==> src/rtl/adder_tree_seq_ctrl.sv <==
// adder_tree_seq_ctrl: accumulates a 4- or 8-operand batch through one shared adder
// and presents the sum with a valid/ready handshake; abort cancels a batch in flight.
module adder_tree_seq_ctrl #(
    parameter int ADDER_WIDTH  = 23,
    parameter int MAX_OPERANDS = 8
) (
    input  logic                   clk,
    input  logic                   rst_n,
    input  logic                   i_cfg_level,
    input  logic                   i_abort,
    input  logic                   i_in_valid,
    output logic                   o_in_ready,
    input  logic [ADDER_WIDTH-1:0] i_in_data,
    output logic                   o_out_valid,
    input  logic                   i_out_ready,
    output logic [ADDER_WIDTH+2:0] o_out_sum,
    output logic                   o_out_level,
    output logic                   o_busy
);
    localparam int SW = ADDER_WIDTH + 3;
    typedef enum logic [1:0] {IDLE, ACCUM, OUTPUT} state_t;
    state_t        r_state;
    logic [SW-1:0] r_acc;
    logic [3:0]    r_cnt;
    logic          r_level;
    logic [SW-1:0] w_ext;
    logic [SW-1:0] w_sum;
    logic          w_last;
    assign w_ext  = SW'(i_in_data);
    assign w_sum  = r_acc + w_ext;
    assign w_last = (r_cnt + 4'd1) == (r_level ? 4'(MAX_OPERANDS) : 4'(MAX_OPERANDS / 2));
    // Handshake outputs decode straight from the state register so reset clears them at once.
    assign o_in_ready  = r_state != OUTPUT;
    assign o_out_valid = r_state == OUTPUT;
    assign o_busy      = r_state != IDLE;
    assign o_out_sum   = r_acc;
    assign o_out_level = r_level;
    always_ff @(posedge clk or negedge rst_n) begin
        if (!rst_n) begin
            r_state <= IDLE;
            r_acc   <= '0;
            r_cnt   <= '0;
            r_level <= 1'b0;
        end else if (i_abort) begin
            if (r_state != IDLE) begin
                r_state <= IDLE;
                r_acc   <= '0;
                r_cnt   <= '0;
            end
        end else begin
            case (r_state)
                IDLE: if (i_in_valid) begin
                    r_level <= i_cfg_level;
                    r_acc   <= w_ext;
                    r_cnt   <= 4'd1;
                    r_state <= ACCUM;
                end
                ACCUM: if (i_in_valid) begin
                    r_acc <= w_sum;
                    r_cnt <= r_cnt + 4'd1;
                    if (w_last) r_state <= OUTPUT;
                end
                OUTPUT: if (i_out_ready) begin
                    r_state <= IDLE;
                    r_cnt   <= '0;
                end
                default: r_state <= IDLE;
            endcase
        end
    end
endmodule

==> config.mk <==
export PLATFORM = sky130hd
export DESIGN_NAME = adder_tree_seq_ctrl
export DESIGN_NICKNAME = d
export VERILOG_FILES = /design/src/rtl/adder_tree_seq_ctrl.sv
export SDC_FILE = /design/constraint.sdc
export NUM_CORES = 1
export LEC_CHECK = 0
export CAP_MARGIN = 20
export CORE_UTILIZATION = 55
export DETAILED_ROUTE_END_ITERATION = 8
export DONT_BUFFER_PORTS = 1
export PLACE_DENSITY = 0.7
export SYNTH_ARGS = -nofsm -noshare
export SYNTH_HDL_FRONTEND = slang
export SYNTH_SLANG_ARGS = --single-unit
==> constraint.sdc <==
create_clock -name clk -period 3.15 [get_ports clk]
set_input_delay 0.1575 -clock clk [delete_from_list [all_inputs] [get_ports clk]]
set_output_delay 0.1575 -clock clk [all_outputs]
set_load 0.01 [all_outputs]
; Word-level counts from Yosys, hierarchy flattened
; Index checks and enable logic that the tools add are counted.
[op_classes]
addsub = 2
eq_ne = 9
n_mux = 19
n_bitwise = 1
n_reduce_logical = 8
[ops]
columns = operator, count
row1 = 26-bit 2-to-1 mux, 4
row2 = 26-bit one-hot mux with 2 select lines, 1
row3 = 26-bit by 23-bit adder with 26-bit output, 1
row4 = 4-bit 2-to-1 mux, 6
row5 = 2-bit 2-to-1 mux, 6
row6 = 4-bit one-hot mux with 3 select lines, 1
row7 = 5-bit AND reduction, 2
row8 = "3-bit != test, second input constant", 3
row9 = 2-bit one-hot mux with 3 select lines, 1
row10 = "4-bit by 1-bit adder with 4-bit output, second input constant", 1
row11 = 4-bit == test, 1
row12 = 4-bit AND reduction, 1
row13 = 4-bit nonzero test, 1
row14 = "3-bit by 2-bit != test with 1-bit output, second input constant", 1
row15 = 3-bit AND reduction, 1
row16 = 3-bit nonzero test, 1
row17 = "2-bit by 1-bit == test with 1-bit output, second input constant", 1
row18 = "2-bit == test, second input constant", 1
row19 = 2-bit logical NOT, 1
row20 = "2-bit by 1-bit != test with 1-bit output, second input constant", 1
row21 = "2-bit != test, second input constant", 1
row22 = 2-bit nonzero test, 1
row23 = 1-bit NOT, 1
[word_totals]
regBits = 33
output_inout_bits = 30
wordCells = 43

; Depth between registers and ports, before layout
; Gate-level depths: netlist of the first run.
[logic_depth]
ltp_word = 6
depth_mapped = 11

; Worst setup path after synthesis of the first run
; No wires, ideal clock.
[synth_timing]
path_type = register -> register
from = reg r_acc[0], in the netlist o_out_sum[0]
to = reg r_acc[8], in the netlist o_out_sum[8]
setup_time_ns = 0.124
arrival_ns = 2.256
slack_ns = 0.770
stages_incl_launch_ff = 9
n_path_buf = 0
path_cell_list = dfrtp_1 ha_1 fa_1 a21o_1 a221o_1 a21o_1 a211o_1 a31oi_1 o21ai_1
[synth_between]
elab_chain_cells = 4
[synth_lines]
columns = element, line_no
row1 = from (decl), 23  ; logic [SW-1:0] r_acc;
row2 = from (signal assigned), 54  ; r_acc <= w_ext;
row3 = from (signal assigned), 59  ; r_acc <= w_sum;
row4 = 26-bit by 23-bit adder with 26-bit output, 30  ; assign w_sum = r_acc + w_ext;
row5 = 26-bit 2-to-1 mux, 58  ; ACCUM: if (i_in_valid) begin
row6 = 26-bit one-hot mux with 2 select lines, 51  ; case (r_state)
row7 = 26-bit 2-to-1 mux, 44  ; end else if (i_abort) begin
; Every way passes these cells. The select of a mux whose other input is x is not followed.
; A chain may end at the register's enable or synchronous reset.

; Worst setup path in the final report of the first run
[layout_timing]
from = reg r_acc[0], in the netlist o_out_sum[0]
to = reg r_acc[24], in the netlist o_out_sum[24]
; Same word-level chain as after synthesis.

==> results of run 1 <==
timing repair:
action,CTS,global route
hold buffers,3,0
gates resized for setup,0,0
hold endpoints to repair,36,0
placed cells by master (no fill, tap or decap), types with 7 or more instances in the layout:
master / Yosys / layout
ha_1: 29 / 29
a21oi_1: 47 / 47
a21o_1: 8 / 8
o21ai_0: 30 / 30
dfrtp_1: 33 / 33
mux2i_1: 8 / 8
nand4_1: 7 / 7
nand2_1: 47 / 47
nor2b_1: 8 / 8
inv_1: 12 / 12
o211ai_1: 7 / 7
o31ai_1: 7 / 7
nor2_1: 26 / 26
state kept, by name, summed over array words and instances, names as in the netlist:
| register | count |
|---|---|
| o_out_sum | 26 |
| o_out_level | 1 |
| r_state | 2 |
| r_cnt | 4 |
per-layer routing:
layer  track usage (%)  wire length [um]  up-vias
met3              7.06               607       12
met5                 0                 0        -
met2              47.7              4000       91
met1              35.1              3830     1442
met4              10.0               116        0
li1                  -                 -     1477
layout make-up:
type	instances	area share [%]
inverter	13	1.46
sequential	33	24.8
timing repair buffer	9	2.55
tap	72	2.70
clock buffer	6	2.18
multi-input combinational	331	66.0
clock inverter	2	0.300
cells by family (layout without fill, tap and decap cells):
| kind of cell | after synthesis | count (layout) | synth area share [%] |
|---|---|---|---|
| AOI/OAI and AO/OA | 150 | 150 | 30.8 |
| and+or+nand+nor | 128 | 128 | 19.8 |
| DFF | 33 | 33 | 26.2 |
| adders and majority gates | 30 | 30 | 12.1 |
| buffers and inverters | 28 | 30 | 3.97 |
| muxes | 13 | 13 | 4.33 |
| xor gates and xnor gates | 10 | 10 | 2.78 |
cell usage after synthesis, types with 7 or more instances:
master    number
a21oi_1       47
nand2_1       47
dfrtp_1       33
o21ai_0       30
ha_1          29
nor2_1        26
inv_1         12
a21o_1         8
mux2i_1        8
nor2b_1        8
nand4_1        7
o211ai_1       7
o31ai_1        7
worst max-delay path, stage by stage, from the launching register on:
cell and delay (ns):
dfrtp_1 0.43, ha_1 0.23, fa_1 0.41, a21o_1 0.21, a221o_1 0.41, a211oi_1 0.35
o32ai_1 0.17, mux2i_1 0.14, a21o_1 0.17
per-stage QoR:
step	hold WS [ns]	worst slack [ns]	instances	util (%)
6_report	0.00701	0.506	466	60.6
5_1_grt	0.00310	0.440	466	60.6
2_1_floorplan	-0.138	0.770	392	-
3_3_place_gp	-0.137	0.634	455	58.3
4_1_cts	0.00645	0.537	466	60.6
3_5_place_dp	-0.137	0.563	455	58.3
power by group through the flow:
stage	Combinational, W	Clock, W	Sequential, W
final	0.00186	0.000320	0.000828
after global placement	0.00178	0	0.000825
after floorplan	0.00146	0	0.000779
after detailed placement	0.00180	0	0.000836
after CTS	0.00183	0.000326	0.000827
after global routing	0.00205	0.000339	0.000852
how the worst max path moves through the flow:
| stage | slack (ns) | endpoint | depth (start not counted) |
|---|---|---|---|
| after floorplan | 0.77 | o_out_sum[8]$_DFFE_PN0P_ | 8 |
| after global placement | 0.63 | o_out_sum[8]$_DFFE_PN0P_ | 8 |
| after detailed placement | 0.56 | o_out_sum[24]$_DFFE_PN0P_ | 8 |
| after CTS | 0.54 | o_out_sum[24]$_DFFE_PN0P_ | 8 |
| after global routing | 0.44 | o_out_sum[24]$_DFFE_PN0P_ | 8 |
| final | 0.51 | o_out_sum[24]$_DFFE_PN0P_ | 8 |
==> summary.txt, run 1 <==
Power
  – Share of power burned in registers: 27.6%
  – Sw Ratio: 51.2%
  – Cell Pwr Density: 901 mW/mm2
  – Clk pwr share: 10.7%
  – VDD IR-drop max: 0.000422 V
  – Total Power: 0.00300 W
  – Comb power frac: 61.8%
  – P_leak: 1.43 nW
  – Net Sw Power: 0.00154 W
  – Internal cell power: 0.00147 W

Detailed routing
  – WL/cell: 18.4 um
  – Total Wirelength: 8.56 mm
  – DRT iter0 DRCs: 223
  – Remaining routing DRC violations: 0
  – Drt first pass iters: 6
  – Vias: 3022
  – Final ANT Viol Nets: 0
  – Vias per cell: 6.48

Placed design
  – Port Buf Inserts: 0
  – RePlAce Congestion: 0.971
  – HPWL Detailed: 6.41 mm
  – Placed cell areas: 0.00321 mm2

Critical path
  – CP required: 3.33 ns
  – CP Capture Type: flop
  – Kind of critical path: reg -> reg
  – R2R depth: 8
  – CP Data Arrival Time: 2.82 ns
  – Crit. Startpoint: o_out_sum[0]$_DFFE_PN0P_
  – Worst R2R End: o_out_sum[24]$_DFFE_PN0P_
  – CP max FO: 6
  – Reg2reg start: o_out_sum[0]$_DFFE_PN0P_
  – CP startpoint kind: flop
  – Reg2Reg Setup Slack: 0.51 ns

Floorplan
  – Core Area: 0.00551 mm2
  – I/O pin total: 59
  – Die H: 77.7 um
  – Die Area: 0.00604 mm2
  – Width of the die: 77.7 um
  – Row cnt: 27
  – Initial Utilization: 57.3%

Synthesis
  – Syn Inst Count: 392
  – Average size of a mapped cell: 8.04 um2
  – Top_reg_cell synth: dfrtp_1
  – Cells taking the most area after synthesis: dfrtp_1 26%, ha_1 12%, a21oi_1 7.5%
  – Synth top area share: 26.2%
  – Synth area leader: dfrtp_1
  – Synth warnings: 0
  – Sequential fraction of the synthesis area: 26.2%
  – EDFF count, synth: 0
  – Syn Nets: 451
  – Cell Area, Synth: 0.00315 mm2
  – Number of synthesized register bits: 33
  – Distinct cell type count after synthesis: 66
  – Ys async rst share: 100%

STA
  – Max-slew violations: 0
  – Measured slew at the worst slew-check pin: 0.873 ns
  – Min Tclk post-route: 2.64 ns
  – Hold Vio Cnt, Final: 0
  – Clock skew: 0.00965 ns
  – RSZ-0062 raised after global routing: no
  – Slew HR: 41.3%
  – Max Freq: 0.378 GHz
  – Tcrit/Tclk final: 83.9%
  – Number of setup violations in the final report: 0
  – Setup TNS: 0 ns

Cells and area
  – Reg area: 826 um2
  – Share of post-route cells with drive strength above 1: 6.85%
  – Cell area after layout: 0.00333 mm2
  – Nets: 452
  – Fillers: 494
  – Syn-to-layout area delta: 5.75%
  – Antenna cells: 0
  – Area of the multi-input gates: 0.00220 mm2

Clocking
  – CTS root buf: clkbuf_8
  – Clock Latency Late Sink: 0.29 ns
  – Clk pin slew, worst setup/hold paths: 0.08 ns
  – Post CTS Setup Buffer Count: 0
  – Total CTS buffers: 5
  – H-tree levels: 2
  – TritonCTS Sinks: 33
  – CTS tree: yes
  – Clock Tree Buf Depth: 2

Run
  – Max Cap Violations: 0

Global routing
  – First-pass GRT wire length: 13.6 mm
  – Pin count of the biggest net entering global routing: 34
  – Total GRT Usage: 28.4%
  – Vias in the first global route: 2862
  – Initial antenna violation count: 0
  – Total grt overflow: 0

Worst hold path
  – Hold path cells: 2
  – Hold path startpoint: i_in_data[17]
  – Worst hold path endpoint: o_out_sum[17]$_DFFE_PN0P_
  – Hold Path Class: in -> reg

Outcome
  – Status: finished clean
No activity file was read; power rests on OpenSTA's default activity.
==> run 2: changes to the inputs <==
==> constraint.sdc (replaced) <==
create_clock -name clk -period 2.5 [get_ports clk]
set_input_delay 0.125 -clock clk [delete_from_list [all_inputs] [get_ports clk]]
set_output_delay 0.125 -clock clk [all_outputs]
set_load 0.01 [all_outputs]
==> run 2 against run 1 <==
  * Die area is the same
  * Clock power grew 31%
  * Final cell count rose by 2.8%
  * Critical path depth unchanged
  * Non-clock buffer count grew 13
  * Combinational power up 38%
  * Core utilization is 2.9 points higher
  * Sequential share of layout area shrank 1.1 points
  * Critical path type unchanged
==> summary.txt, run 2 (synthesis results as in run 1) <==
Power
  – Internal cell power: 0.00196 W (+34%)
  – Net Sw Power: 0.00204 W (+33%)
  – Total Power: 0.00401 W (+33%)
  – Share of power burned in registers: 25.7% (-1.9 points)
  – VDD IR-drop max: 0.000586 V (+39%)
  – Clk pwr share: 10.5% (-0.2 points)
  – Sw Ratio: 51.0% (-0.20 points)
  – P_leak: 1.50 nW (+4.4%)
  – Cell Pwr Density: 1150 mW/mm2 (+27%)
  – Comb power frac: 63.8% (+2.0 points)

Run
  – Max Cap Violations: 0 (unchanged)

Detailed routing
  – WL met3: 756 um (+25%)
  – Drt first pass iters: 7 (+1)
  – Total Wirelength: 8.99 mm (+5.1%)
  – Remaining routing DRC violations: 0 (unchanged)
  – WL/cell: 18.8 um (+2.2%)
  – Top sig layer: met4
  – Metal-1 WL: 3.94 mm (+2.8%)
  – Final ANT Viol Nets: 0 (unchanged)
  – WL met2: 4.13 mm (+3.1%)
  – DRT iter0 DRCs: 253 (+13%)
  – Vias: 3198 (+5.8%)
  – Vias per cell: 6.68 (+3.0%)

Cells and area
  – Fillers: 486 (-1.6%)
  – Share of post-route cells with drive strength above 1: 11.3% (+4.4 points)
  – Most common cell after layout, fill and taps aside: nand2_1
  – Nets: 465 (+2.9%)
  – Final Non-Filler Cells: 479 (+2.8%)
  – Largest register FFs: 26 (unchanged)
  – Syn-to-layout area delta: 10.8%
  – Final Core Density: 63.4% (+2.9 points)
  – Antenna cells: 0 (unchanged)
  – Most frequent cells in the layout: 47 x nand2_1, 46 x a21oi_1, 33 x dfrtp_1
  – Cell area after layout: 0.00349 mm2 (+4.7%)

Critical path
  – CP startpoint kind: flop
  – CP Capture Type: flop
  – Crit. Startpoint: o_out_sum[0]$_DFFE_PN0P_
  – Kind of critical path: reg -> reg
  – CP max FO: 6 (unchanged)
  – Reg2reg start: o_out_sum[0]$_DFFE_PN0P_
  – CP Data Arrival Time: 2.61 ns (-0.21 ns)
  – CP required: 2.69 ns (-0.64 ns)

Clocking
  – Clock Latency Late Sink: 0.30 ns (about the same)
  – Clk pin slew, worst setup/hold paths: 0.08 ns (about the same)
  – H-tree levels: 2 (unchanged)
  – Total CTS buffers: 5 (unchanged)
  – CTS root buf: clkbuf_8
  – TritonCTS Sinks: 33 (unchanged)
  – Clock Tree Buf Depth: 2 (unchanged)
  – CTS tree: yes

Worst hold path
  – Hold Path Class: in -> reg
  – Hold path startpoint: i_in_data[16]

STA
  – Slew HR: 73.0% (+32 points)
  – Max-slew violations: 0 (unchanged)
  – Min Tclk post-route: 2.42 ns (-0.223 ns)
  – Clock skew: 0.00639 ns (-0.00326 ns)
  – Max Freq: 0.413 GHz (+9.2%)
  – Number of setup violations in the final report: 0 (unchanged)
  – RSZ-0062 raised after global routing: yes
  – Measured slew at the worst slew-check pin: 0.405 ns (-0.468 ns)
  – Hold Vio Cnt, Final: 0 (unchanged)
  – Tcrit/Tclk final: 96.8% (+13 points)

Floorplan
  – I/O pin total: 59 (unchanged)
  – Die Area: 0.00604 mm2 (unchanged)
  – Core Area: 0.00551 mm2 (unchanged)
  – Die H: 77.7 um (unchanged)
  – Width of the die: 77.7 um (unchanged)
  – Row cnt: 27 (unchanged)
  – Initial Utilization: 57.3% (unchanged)

Outcome
  – Status: finished clean

Placed design
  – Port Buf Inserts: 0 (unchanged)
  – Placed cell areas: 0.00328 mm2 (+2.1%)
  – HPWL Detailed: 6.54 mm (+2.0%)
  – RePlAce Congestion: 0.913 (-6.0%)
  – Dpl cells: 464 (+2.0%)

Global routing
  – Total GRT Usage: 30.9% (+2.6 points)
  – Total grt overflow: 0 (unchanged)
  – First-pass GRT wire length: 14.8 mm (+8.8%)
  – Pin count of the biggest net entering global routing: 34 (unchanged)
  – Initial antenna violation count: 0 (unchanged)
  – Vias in the first global route: 3052 (+6.6%)
## run 2: worst paths after layout
kind	end	slack, ns	cells past startpoint
worst min register to register	r_cnt[1]$_DFFE_PN0P_	0.58	2
min in group asynchronous	o_out_sum[1]$_DFFE_PN0P_	0.29	2
worst max register to register	o_out_sum[8]$_DFFE_PN0P_	0.08	8
worst max-delay path	o_out_sum[8]$_DFFE_PN0P_	0.08	8
worst min-delay path	o_out_sum[16]$_DFFE_PN0P_	0.006	2
max in group asynchronous	o_out_sum[20]$_DFFE_PN0P_	2.02	2
## run 2: metrics by stage
step / TNS, ns / setup WS (ns) / hold slack, ns
final: 0 / 0.0795 / 0.00640
after global routing: -0.0128 / -0.0128 / 0.0342
after CTS: -0.0105 / -0.00525 / 0.000603
after detailed placement: 0 / 0.00852 / -0.170
after global placement: 0 / 0.0614 / -0.170
after floorplan: 0 / 0.120 / -0.171
## run 2: power groups by stage
stage / sequential, W / combinational [W] / clock [W]
floorplan: 0.000981 / 0.00184 / 0
global placement: 0.00103 / 0.00235 / 0
detailed placement: 0.00104 / 0.00238 / 0
CTS: 0.00103 / 0.00242 / 0.000429
global route: 0.00107 / 0.00282 / 0.000446
finish: 0.00103 / 0.00256 / 0.000419
## run 2: cell type report
cell class                 count  area (um2)  area share (%)
clock buffer                   5        68.8            1.97
clock inverter                 3        17.5           0.502
inverter                      13        48.8            1.40
multi-input combinational    331        2250            64.5
sequential                    33         826            23.6
tap                           72        90.1            2.58
timing repair buffer          22         190            5.45
## run 2: repair_timing
item	4_1_cts	5_1_grt
hold buffers	6	0
setup endpoints to repair	2	11
setup buffers	0	1
pin swaps	0	3
gates resized for setup	0	10
hold endpoints to repair	39	0
## run 2: worst max-delay path: stages, from the launching register on
cell,delay [ns]
dfrtp_1,0.39
ha_2,0.19
fa_2,0.36
a21o_1,0.21
a221o_2,0.44
a21o_1,0.18
a211o_1,0.28
a31oi_1,0.16
o21ai_1,0.08
## run 2: per-layer routing
layer,track usage (%),vias to the layer above
met5,0,-
met1,40.8,1530
met2,49.9,155
li1,-,1493
met4,9.43,0
met3,7.41,20
